$ cat config.mk
export PLATFORM = sky130hd
export DESIGN_NAME = xadc_drp_scheduler
export DESIGN_NICKNAME = d
export VERILOG_FILES = /design/src/rtl/xadc_drp_scheduler.sv
export SDC_FILE = /design/constraint.sdc
export NUM_CORES = 1
export LEC_CHECK = 0
export CAP_MARGIN = 5
export CELL_PAD_IN_SITES_DETAIL_PLACEMENT = 1
export CELL_PAD_IN_SITES_GLOBAL_PLACEMENT = 1
export CORE_MARGIN = 3
export CORE_UTILIZATION = 39
export DETAILED_ROUTE_END_ITERATION = 6
export PLACE_DENSITY_LB_ADDON = 0.1
export SLEW_MARGIN = 5
export SYNTH_ARGS = -nofsm -noshare
export SYNTH_HDL_FRONTEND = slang
export SYNTH_SLANG_ARGS = --single-unit
$ cat constraint.sdc
create_clock -name xadc_dclk -period 5 [get_ports xadc_dclk]
set_clock_uncertainty 0.15 [all_clocks]
set_input_delay 1 -clock xadc_dclk [delete_from_list [all_inputs] [get_ports xadc_dclk]]
set_output_delay 1 -clock xadc_dclk [all_outputs]
set_load 0.02 [all_outputs]
$ cat src/rtl/xadc_drp_scheduler.sv
// XADC DRP owner: per-EOS voltage/current sample reads plus a shared host config port.
// Optional XADC_DRP_TIMEOUT_EN abandons DRP transactions that never see xadc_drdy.
module xadc_drp_scheduler #(
  parameter int         DATA_WIDTH     = 16,
  parameter logic [6:0] VOLTAGE_ADDR   = 7'h1c,
  parameter logic [6:0] CURRENT_ADDR   = 7'h14,
  parameter int         TIMEOUT_CYCLES = 64
) (
  input  logic                  xadc_dclk,
  input  logic                  xadc_reset,
  output logic [6:0]            xadc_daddr,
  output logic                  xadc_den,
  output logic                  xadc_dwe,
  output logic [DATA_WIDTH-1:0] xadc_di,
  input  logic                  xadc_drdy,
  input  logic [DATA_WIDTH-1:0] xadc_do,
  input  logic                  xadc_eos,
  output logic [DATA_WIDTH-1:0] voltage_channel_tdata,
  output logic                  voltage_channel_tvalid,
  input  logic                  voltage_channel_tready,
  output logic [DATA_WIDTH-1:0] current_monitor_channel_tdata,
  output logic                  current_monitor_channel_tvalid,
  input  logic                  current_monitor_channel_tready,
  input  logic                  cfg_req,
  input  logic                  cfg_we,
  input  logic [6:0]            cfg_addr,
  input  logic [DATA_WIDTH-1:0] cfg_wdata,
  output logic                  cfg_ack,
  output logic [DATA_WIDTH-1:0] cfg_rdata,
  output logic                  sample_dropped
);

  typedef enum logic [2:0] {
    IDLE, RD_VOLT, WAIT_VOLT, RD_CURR,
    WAIT_CURR, CFG_ISSUE, CFG_WAIT
  } state_t;

  state_t state;
  logic   eos_pending;
  logic   cfg_first;
  logic   cfg_we_q;
  logic   tmo;

`ifdef XADC_DRP_TIMEOUT_EN
  localparam int CW = $clog2(TIMEOUT_CYCLES + 1);
  logic [CW-1:0] tmo_cnt;
  logic          waiting;

  assign waiting = (state == WAIT_VOLT) ||
                   (state == WAIT_CURR) ||
                   (state == CFG_WAIT);
  assign tmo = waiting && !xadc_drdy &&
               (tmo_cnt == CW'(TIMEOUT_CYCLES - 1));

  // Counter restarts in each issue cycle, so it is zero on WAIT entry
  always_ff @(posedge xadc_dclk or posedge xadc_reset) begin
    if (xadc_reset) begin
      tmo_cnt <= '0;
    end else if (!waiting) begin
      tmo_cnt <= '0;
    end else if (!tmo) begin
      tmo_cnt <= tmo_cnt + 1'b1;
    end
  end
`else
  assign tmo = 1'b0;
`endif

  logic go_cfg, go_volt, enter_volt;
  logic eos_miss, samp_tmo, drop;
  logic v_cap, v_room, c_cap, c_room;

  // A fresh EOS seen in IDLE holds off the host for one cycle so it can latch
  assign go_cfg = cfg_req && !cfg_ack &&
                  !(xadc_eos && !eos_pending) &&
                  (cfg_first || !eos_pending);
  assign go_volt    = eos_pending && !go_cfg;
  assign enter_volt = (state == IDLE) && go_volt;

  assign v_cap  = (state == WAIT_VOLT) && xadc_drdy;
  assign v_room = !voltage_channel_tvalid ||
                  voltage_channel_tready;
  assign c_cap  = (state == WAIT_CURR) && xadc_drdy;
  assign c_room = !current_monitor_channel_tvalid ||
                  current_monitor_channel_tready;

  assign eos_miss = xadc_eos && eos_pending && !enter_volt;
  assign samp_tmo = tmo && ((state == WAIT_VOLT) ||
                            (state == WAIT_CURR));
  assign drop = eos_miss || (v_cap && !v_room) ||
                (c_cap && !c_room) || samp_tmo;

  always_ff @(posedge xadc_dclk or posedge xadc_reset) begin
    if (xadc_reset) begin
      state                          <= IDLE;
      eos_pending                    <= 1'b0;
      cfg_first                      <= 1'b0;
      cfg_we_q                       <= 1'b0;
      xadc_daddr                     <= '0;
      xadc_den                       <= 1'b0;
      xadc_dwe                       <= 1'b0;
      xadc_di                        <= '0;
      voltage_channel_tdata          <= '0;
      voltage_channel_tvalid         <= 1'b0;
      current_monitor_channel_tdata  <= '0;
      current_monitor_channel_tvalid <= 1'b0;
      cfg_ack                        <= 1'b0;
      cfg_rdata                      <= '0;
      sample_dropped                 <= 1'b0;
    end else begin
      xadc_den       <= 1'b0;
      xadc_dwe       <= 1'b0;
      cfg_ack        <= 1'b0;
      sample_dropped <= drop;

      if (xadc_eos) begin
        eos_pending <= 1'b1;
      end else if (enter_volt) begin
        eos_pending <= 1'b0;
      end

      if (v_cap && v_room) begin
        voltage_channel_tdata  <= xadc_do;
        voltage_channel_tvalid <= 1'b1;
      end else if (voltage_channel_tready) begin
        voltage_channel_tvalid <= 1'b0;
      end

      if (c_cap && c_room) begin
        current_monitor_channel_tdata  <= xadc_do;
        current_monitor_channel_tvalid <= 1'b1;
      end else if (current_monitor_channel_tready) begin
        current_monitor_channel_tvalid <= 1'b0;
      end

      unique case (state)
        IDLE: begin
          if (go_cfg) begin
            state      <= CFG_ISSUE;
            xadc_den   <= 1'b1;
            xadc_dwe   <= cfg_we;
            xadc_daddr <= cfg_addr;
            xadc_di    <= cfg_wdata;
            cfg_we_q   <= cfg_we;
            cfg_first  <= 1'b0;
          end else if (go_volt) begin
            state      <= RD_VOLT;
            xadc_den   <= 1'b1;
            xadc_daddr <= VOLTAGE_ADDR;
          end
        end
        RD_VOLT: state <= WAIT_VOLT;
        WAIT_VOLT: begin
          if (xadc_drdy || tmo) begin
            state      <= RD_CURR;
            xadc_den   <= 1'b1;
            xadc_daddr <= CURRENT_ADDR;
          end
        end
        RD_CURR: state <= WAIT_CURR;
        WAIT_CURR: begin
          if (xadc_drdy || tmo) begin
            state     <= IDLE;
            cfg_first <= cfg_req;
          end
        end
        CFG_ISSUE: state <= CFG_WAIT;
        CFG_WAIT: begin
          if (xadc_drdy) begin
            state   <= IDLE;
            cfg_ack <= 1'b1;
            if (!cfg_we_q) cfg_rdata <= xadc_do;
          end else if (tmo) begin
            state     <= IDLE;
            cfg_ack   <= 1'b1;
            cfg_rdata <= DATA_WIDTH'(16'hdead);
          end
        end
        default: state <= IDLE;
      endcase
    end
  end

endmodule

==> flow_summary.yaml, run 1 <==
run_status:
  status: "finished, final reports clean"
yosys:
  synth.net_count: 275
  avgSynthCellArea_um2: 15.9
  synth_cells: 228
  synth_enable_flop_cells: 0
  netlist_top_cells_area: "dfrtp_1, mux2_4, mux2_2, buf_6, nor3_4"
  synth-async-reset-ratio: 1.00
  synth_seq_cells: 83
  synth.distinct_cells: 38
  yosys_most_used_dff: "dfrtp_1"
  synth_area_um2: 3620
  synth_top_area_share: 0.574
  ys_seq_area_frac: 0.574
  ys_warn_count: 0
  synth_top_cell_by_area: "dfrtp_1"
pwr:
  powerDensity_nw_per_um2: 689
  p_leak_nw: 2.22
  power_mw: 3.48
  irDropWorstVdd_mv: 0.287
floorplanning:
  core_area_um2: 8850
  rows: 34
  initial_utilization: 0.409
  io_pins: 124
  die_h_um: 102
  die-width_um: 102
  die_area_um2: 10500
finish:
  antenna_cells: 0
  n_fill_cell: 896
  final_nets: 398
  drive_above_1_share: 0.262
  area_delta_synth_final_pct: 39.7
  final_cells: 463
setup_path:
  worst_ep_arrival_time_ns: 3.14
  crit_path_start_kind: "input port"
  crit_type: "in2reg"
  path_cells: "clkdlybuf4s50_1 -> and3b_1 -> and3_1 -> mux2_2"
  slowest_stage: "and3_1"
  crit_fanout: 16
  cp-end-kind: "flip-flop"
  cpPeakStageDelay_ns: 0.83
  ff2ff_path_depth: 3
  cp.required_ns: 5.07
route:
  ant_nets: 0
  avgViaCountPerCell: 4.98
  wl_per_cell_um: 18.0
  first_iter_violations: 66
  vias: 2306
  drtPass1Iterations: 4
  totalWireLength_mm: 8.32
  route.detailed.drc: 0
timing:
  worst_slew_pin_slew_ns: 1.07
  rsz0062_at_grt: "no"
  hold_viol_final: 0
  clock.fmax_ghz: 0.326
  setup-tns-final_ns: 0
  finalCritPeriodShare: 0.614
  slew_headroom: 0.283
  setup_viol_count_final: 0
  slew_violations: 0
  finalCriticalPeriod_ns: 3.07
run:
  drv_cap: 0
clocking:
  clkTransAtPathRegs_ns: 0.08
  cts_buffers: 9
  insertion_delay_ns: 0.34
  cts_resized: 0
  clk_path_buf_depth: 2
  postCtsHoldBufs: 0
  cts_tree: "yes"
  cts_setup_buffers: 0
  cts_max_level: 3
  clockRootBuffer: "clkbuf_8"
  cts.sinks: 83
global_route:
  antenna_found_initial: 0
  gr-usage-all-layers: 0.166
  grt_pass1_vias: 2472
  grt_start_max_net_pins: 55
  grt-ovfl-total: 0
  grt_pass1_wl_mm: 13.4
min_path:
  hp-class: "reg2reg"
  holdPathStages: 1
place:
  hpwl_mm: 5.87
  dpl.cell_count: 448
  gp_congestion: 0.804
  place.port_buffers: 123
==> power breakdown <==
part	total, mW	internal [mW]	switching [mW]
Clock	0.479	0.240	0.239
Sequential	1.22	0.994	0.228
Combinational	1.78	0.994	0.786
==> cell type report <==
cell class              count  area, um^2  share of cell area
repair buffers            124        1240               0.245
clock inverters             5        53.8              0.0106
inverters                   9        35.0             0.00693
well taps                 108         135              0.0267
clock buffers              10         138              0.0272
multi-input cells         124        1380               0.272
flip-flops and latches     83        2080               0.411
==> layer usage <==
| layer | GRT usage | share of wire | up-vias |
|---|---|---|---|
| met5 | 0 | 0 | - |
| met4 | 0.0605 | 0.0084 | 0 |
| met3 | 0.0389 | 0.058 | 6 |
| met2 | 0.252 | 0.47 | 75 |
| met1 | 0.234 | 0.46 | 1176 |
| li1 | - | - | 1049 |
==> worst paths after layout <==
path	startpoint	end	slack (ns)
worst max-delay path	xadc_drdy	voltage_channel_tdata[1]	1.93
worst min-delay path	current_monitor_channel_tdata[14]	current_monitor_channel_tdata[14]	0.36
worst max register to register	state[1]	voltage_channel_tdata[1]	2.51
worst min register to register	current_monitor_channel_tdata[14]	current_monitor_channel_tdata[14]	0.36
max in group asynchronous	xadc_reset	voltage_channel_tdata[9]	2.73
min in group asynchronous	xadc_reset	current_monitor_channel_tdata[6]	1.01
==> worst max-delay path, delay by kind of cell <==
family                 cells  cell delay (ns)
AND/OR/NAND/NOR            2             1.04
buffers and inverters      1             0.68
multiplexers               1             0.42
==> registers in the layout, indices dropped and copies added, names as in the netlist <==
| name | count |
|---|---|
| cfg_rdata | 16 |
| current_monitor_channel_tdata | 16 |
| voltage_channel_tdata | 16 |
| xadc_di | 16 |
| xadc_daddr | 7 |
| state | 3 |
| cfg_ack | 1 |
| cfg_first | 1 |
| cfg_we_q | 1 |
| current_monitor_channel_tvalid | 1 |
| eos_pending | 1 |
| sample_dropped | 1 |
| voltage_channel_tvalid | 1 |
| xadc_den | 1 |
| xadc_dwe | 1 |
==> cells in the final DEF (no fill, tap or decap), drive strengths merged <==
cell type,netlist,layout
a21o,1,1
a21oi,3,3
a31oi,2,2
a41oi,1,1
and2b,1,1
and3,3,3
and3b,1,1
buf,10,1
bufinv,0,1
clkbuf,2,10
clkdlybuf4s50,0,123
clkinv,0,5
dfrtp,83,83
inv,9,8
mux2,68,68
mux2i,4,4
nand2,4,4
nand2b,5,5
nand3b,2,2
nand4,7,7
nand4b,2,2
nor2,3,3
nor2b,2,2
nor3,3,3
nor3b,2,2
o211a,1,1
o21ai,2,2
o21bai,1,1
o221ai,2,2
o311a,2,2
or2b,1,1
or3,1,1
==> cell usage after synthesis, types with 2 or more instances <==
| cell | count |
|---|---|
| dfrtp_1 | 83 |
| mux2_4 | 43 |
| mux2_2 | 25 |
| inv_1 | 9 |
| buf_6 | 6 |
| nand4_1 | 6 |
| mux2i_1 | 4 |
| nand2_1 | 4 |
| nand2b_1 | 4 |
| a21oi_1 | 3 |
| and3_1 | 3 |
| nor2_1 | 3 |
| nor3_4 | 3 |
| a31oi_1 | 2 |
| buf_8 | 2 |
| clkbuf_1 | 2 |
| nand4b_1 | 2 |
| nor2b_1 | 2 |
| o21ai_0 | 2 |
| o221ai_1 | 2 |
==> metrics by stage <==
stage	hold slack [ns]	area, um^2	setup slack [ns]	util
CTS	0.366	5050	1.94	0.571
floorplan	0.381	3620	1.71	-
detailed placement	0.345	4860	1.56	0.549
global route	0.378	5050	1.81	0.571
finish	0.358	5050	1.93	0.571
global placement	0.337	4860	1.60	0.549
==> cells by family after synthesis <==
family / synth area share
mux: 0.267
compound gates: 0.0304
simple gates: 0.0827
flops: 0.574
buf+inv: 0.0453
(Power assumes the default switching activity.)
==> run 2, diff against run 1 <==
CORE_UTILIZATION = 33   (was 39)
clock period = 2.71 ns   (was 5 ns; I/O delays follow)
==> run 2 against run 1 <==
Compared with the run above:
- clock power is 120% higher
- die area is 17% higher
- first-iteration DRC count is 44% lower
- sequential power is 85% higher
- global-route usage is 2.9 points lower
- critical path depth is 1 higher
- sequential share of layout area is 1.4 points lower
- setup slack worse by 1.3 ns
- sequential cell count stayed put
- design area is 3.5% higher
- register-to-register slack worse by 1.8 ns
==> flow_summary.yaml, run 2 (synthesis results as in run 1) <==
run_status:
  status: "finished, final reports clean"
place:
  place_area_um2: 4990
  gp_congestion: 0.756
  hpwl_mm: 5.88
  place.port_buffers: 123
  dp_worst_setup_slack_ns: 0.226
setup_path:
  crit_path_start_kind: "input port"
  worst_ep_arrival_time_ns: 2.18
  crit_fanout: 16
  crit_type: "in2reg"
  slowest_stage: "clkdlybuf4s50_1"
  path_cells: "clkdlybuf4s50_1 -> nand2_1 -> nor3_4 -> buf_12 -> mux2_2"
  cp-end-kind: "flip-flop"
  cpPeakStageDelay_ns: 0.70
  cp.required_ns: 2.79
finish:
  fin_area_um2: 5230
  n_fill_cell: 1080
  area_delta_synth_final_pct: 44.6
  final_common_cell: "clkdlybuf4s50_1"
  mostFrequentLayoutCells: "clkdlybuf4s50_1, dfrtp_1, mux2_4"
  antenna_cells: 0
  drive_above_1_share: 0.276
  final_nets: 404
global_route:
  grt_pass1_vias: 2512
  antenna_found_initial: 0
  grt_start_max_net_pins: 84
  grt-ovfl-total: 0
  grt_pass1_wl_mm: 13.7
  gr-usage-all-layers: 0.138
min_path:
  hp-class: "reg2reg"
clocking:
  cts_setup_buffers: 0
  postCtsHoldBufs: 0
  cts.sinks: 83
  cts_tree: "yes"
  clkTransAtPathRegs_ns: 0.08
  clockRootBuffer: "clkbuf_8"
  cts_max_level: 3
  insertion_delay_ns: 0.34
  clk_path_buf_depth: 2
  cts_buffers: 9
  cts_resized: 0
timing:
  setup-tns-final_ns: 0
  hold_viol_final: 0
  worst_slew_pin_slew_ns: 0.643
  setup_viol_count_final: 0
  slew_violations: 0
  finalCriticalPeriod_ns: 2.11
  finalCritPeriodShare: 0.777
  slew_headroom: 0.571
  clock.fmax_ghz: 0.475
  rsz0062_at_grt: "no"
  fin_ws_ns: 0.604
route:
  drtPass1Iterations: 4
  first_iter_violations: 37
  route.detailed.drc: 0
  vias: 2337
  avgViaCountPerCell: 4.69
  ant_nets: 0
  totalWireLength_mm: 8.43
  wl_per_cell_um: 16.9
floorplanning:
  die_area_um2: 12300
  die_h_um: 111
  io_pins: 124
  rows: 37
  initial_utilization: 0.344
  die-width_um: 111
  core_area_um2: 10500
pwr:
  power_mw: 6.63
  irDropWorstVdd_mv: 0.429
  p_leak_nw: 2.28
  powerDensity_nw_per_um2: 1270
run:
  drv_cap: 0
-- run 2: path summary, 6_finish.rpt --
check | start | cells after the start | to | slack [ns]
min reg2reg | xadc_di[11] | 1 | xadc_di[11] | 0.36
min | xadc_di[11] | 1 | xadc_di[11] | 0.36
max in group asynchronous | xadc_reset | 3 | state[1] | 1.54
max | xadc_drdy | 5 | cfg_rdata[14] | 0.60
min in group asynchronous | xadc_reset | 3 | current_monitor_channel_tdata[10] | 0.52
max reg2reg | state[1] | 4 | voltage_channel_tdata[0] | 0.72
-- run 2: report_power, final --
part           internal [mW]  total [mW]  switching (mW)
clock network          0.573        1.03           0.452
logic                   1.89        3.35            1.46
registers               1.83        2.26           0.424
-- run 2: critical path, delay by kind of cell --
family        cells  cell delay [ns]
buf+inv           2             0.90
simple gates      2             0.38
mux               1             0.35
-- run 2: layer usage --
| layer | vias up | GRT usage | share of wire |
|---|---|---|---|
| li1 | 1067 | - | - |
| met1 | 1182 | 0.191 | 0.47 |
| met2 | 79 | 0.205 | 0.46 |
| met3 | 9 | 0.0431 | 0.061 |
| met4 | 0 | 0.0468 | 0.014 |
| met5 | - | 0 | 0 |
-- run 2: layout make-up --
cell class	instances	area [um^2]	share of cell area
tap	136	170	0.0325
clock inverter	5	85.1	0.0163
multi-input combinational	124	1380	0.263
sequential	83	2080	0.397
clock buffer	11	151	0.0289
timing repair buffer	130	1330	0.255
inverter	9	37.5	0.00718
-- run 2: stage by stage --
stage	std cells	util	hold WS (ns)
after detailed placement	482	0.475	0.342
after CTS	498	0.498	0.364
after global routing	498	0.498	0.376
final	498	0.498	0.360
after global placement	482	0.475	0.339
after floorplan	228	-	0.381
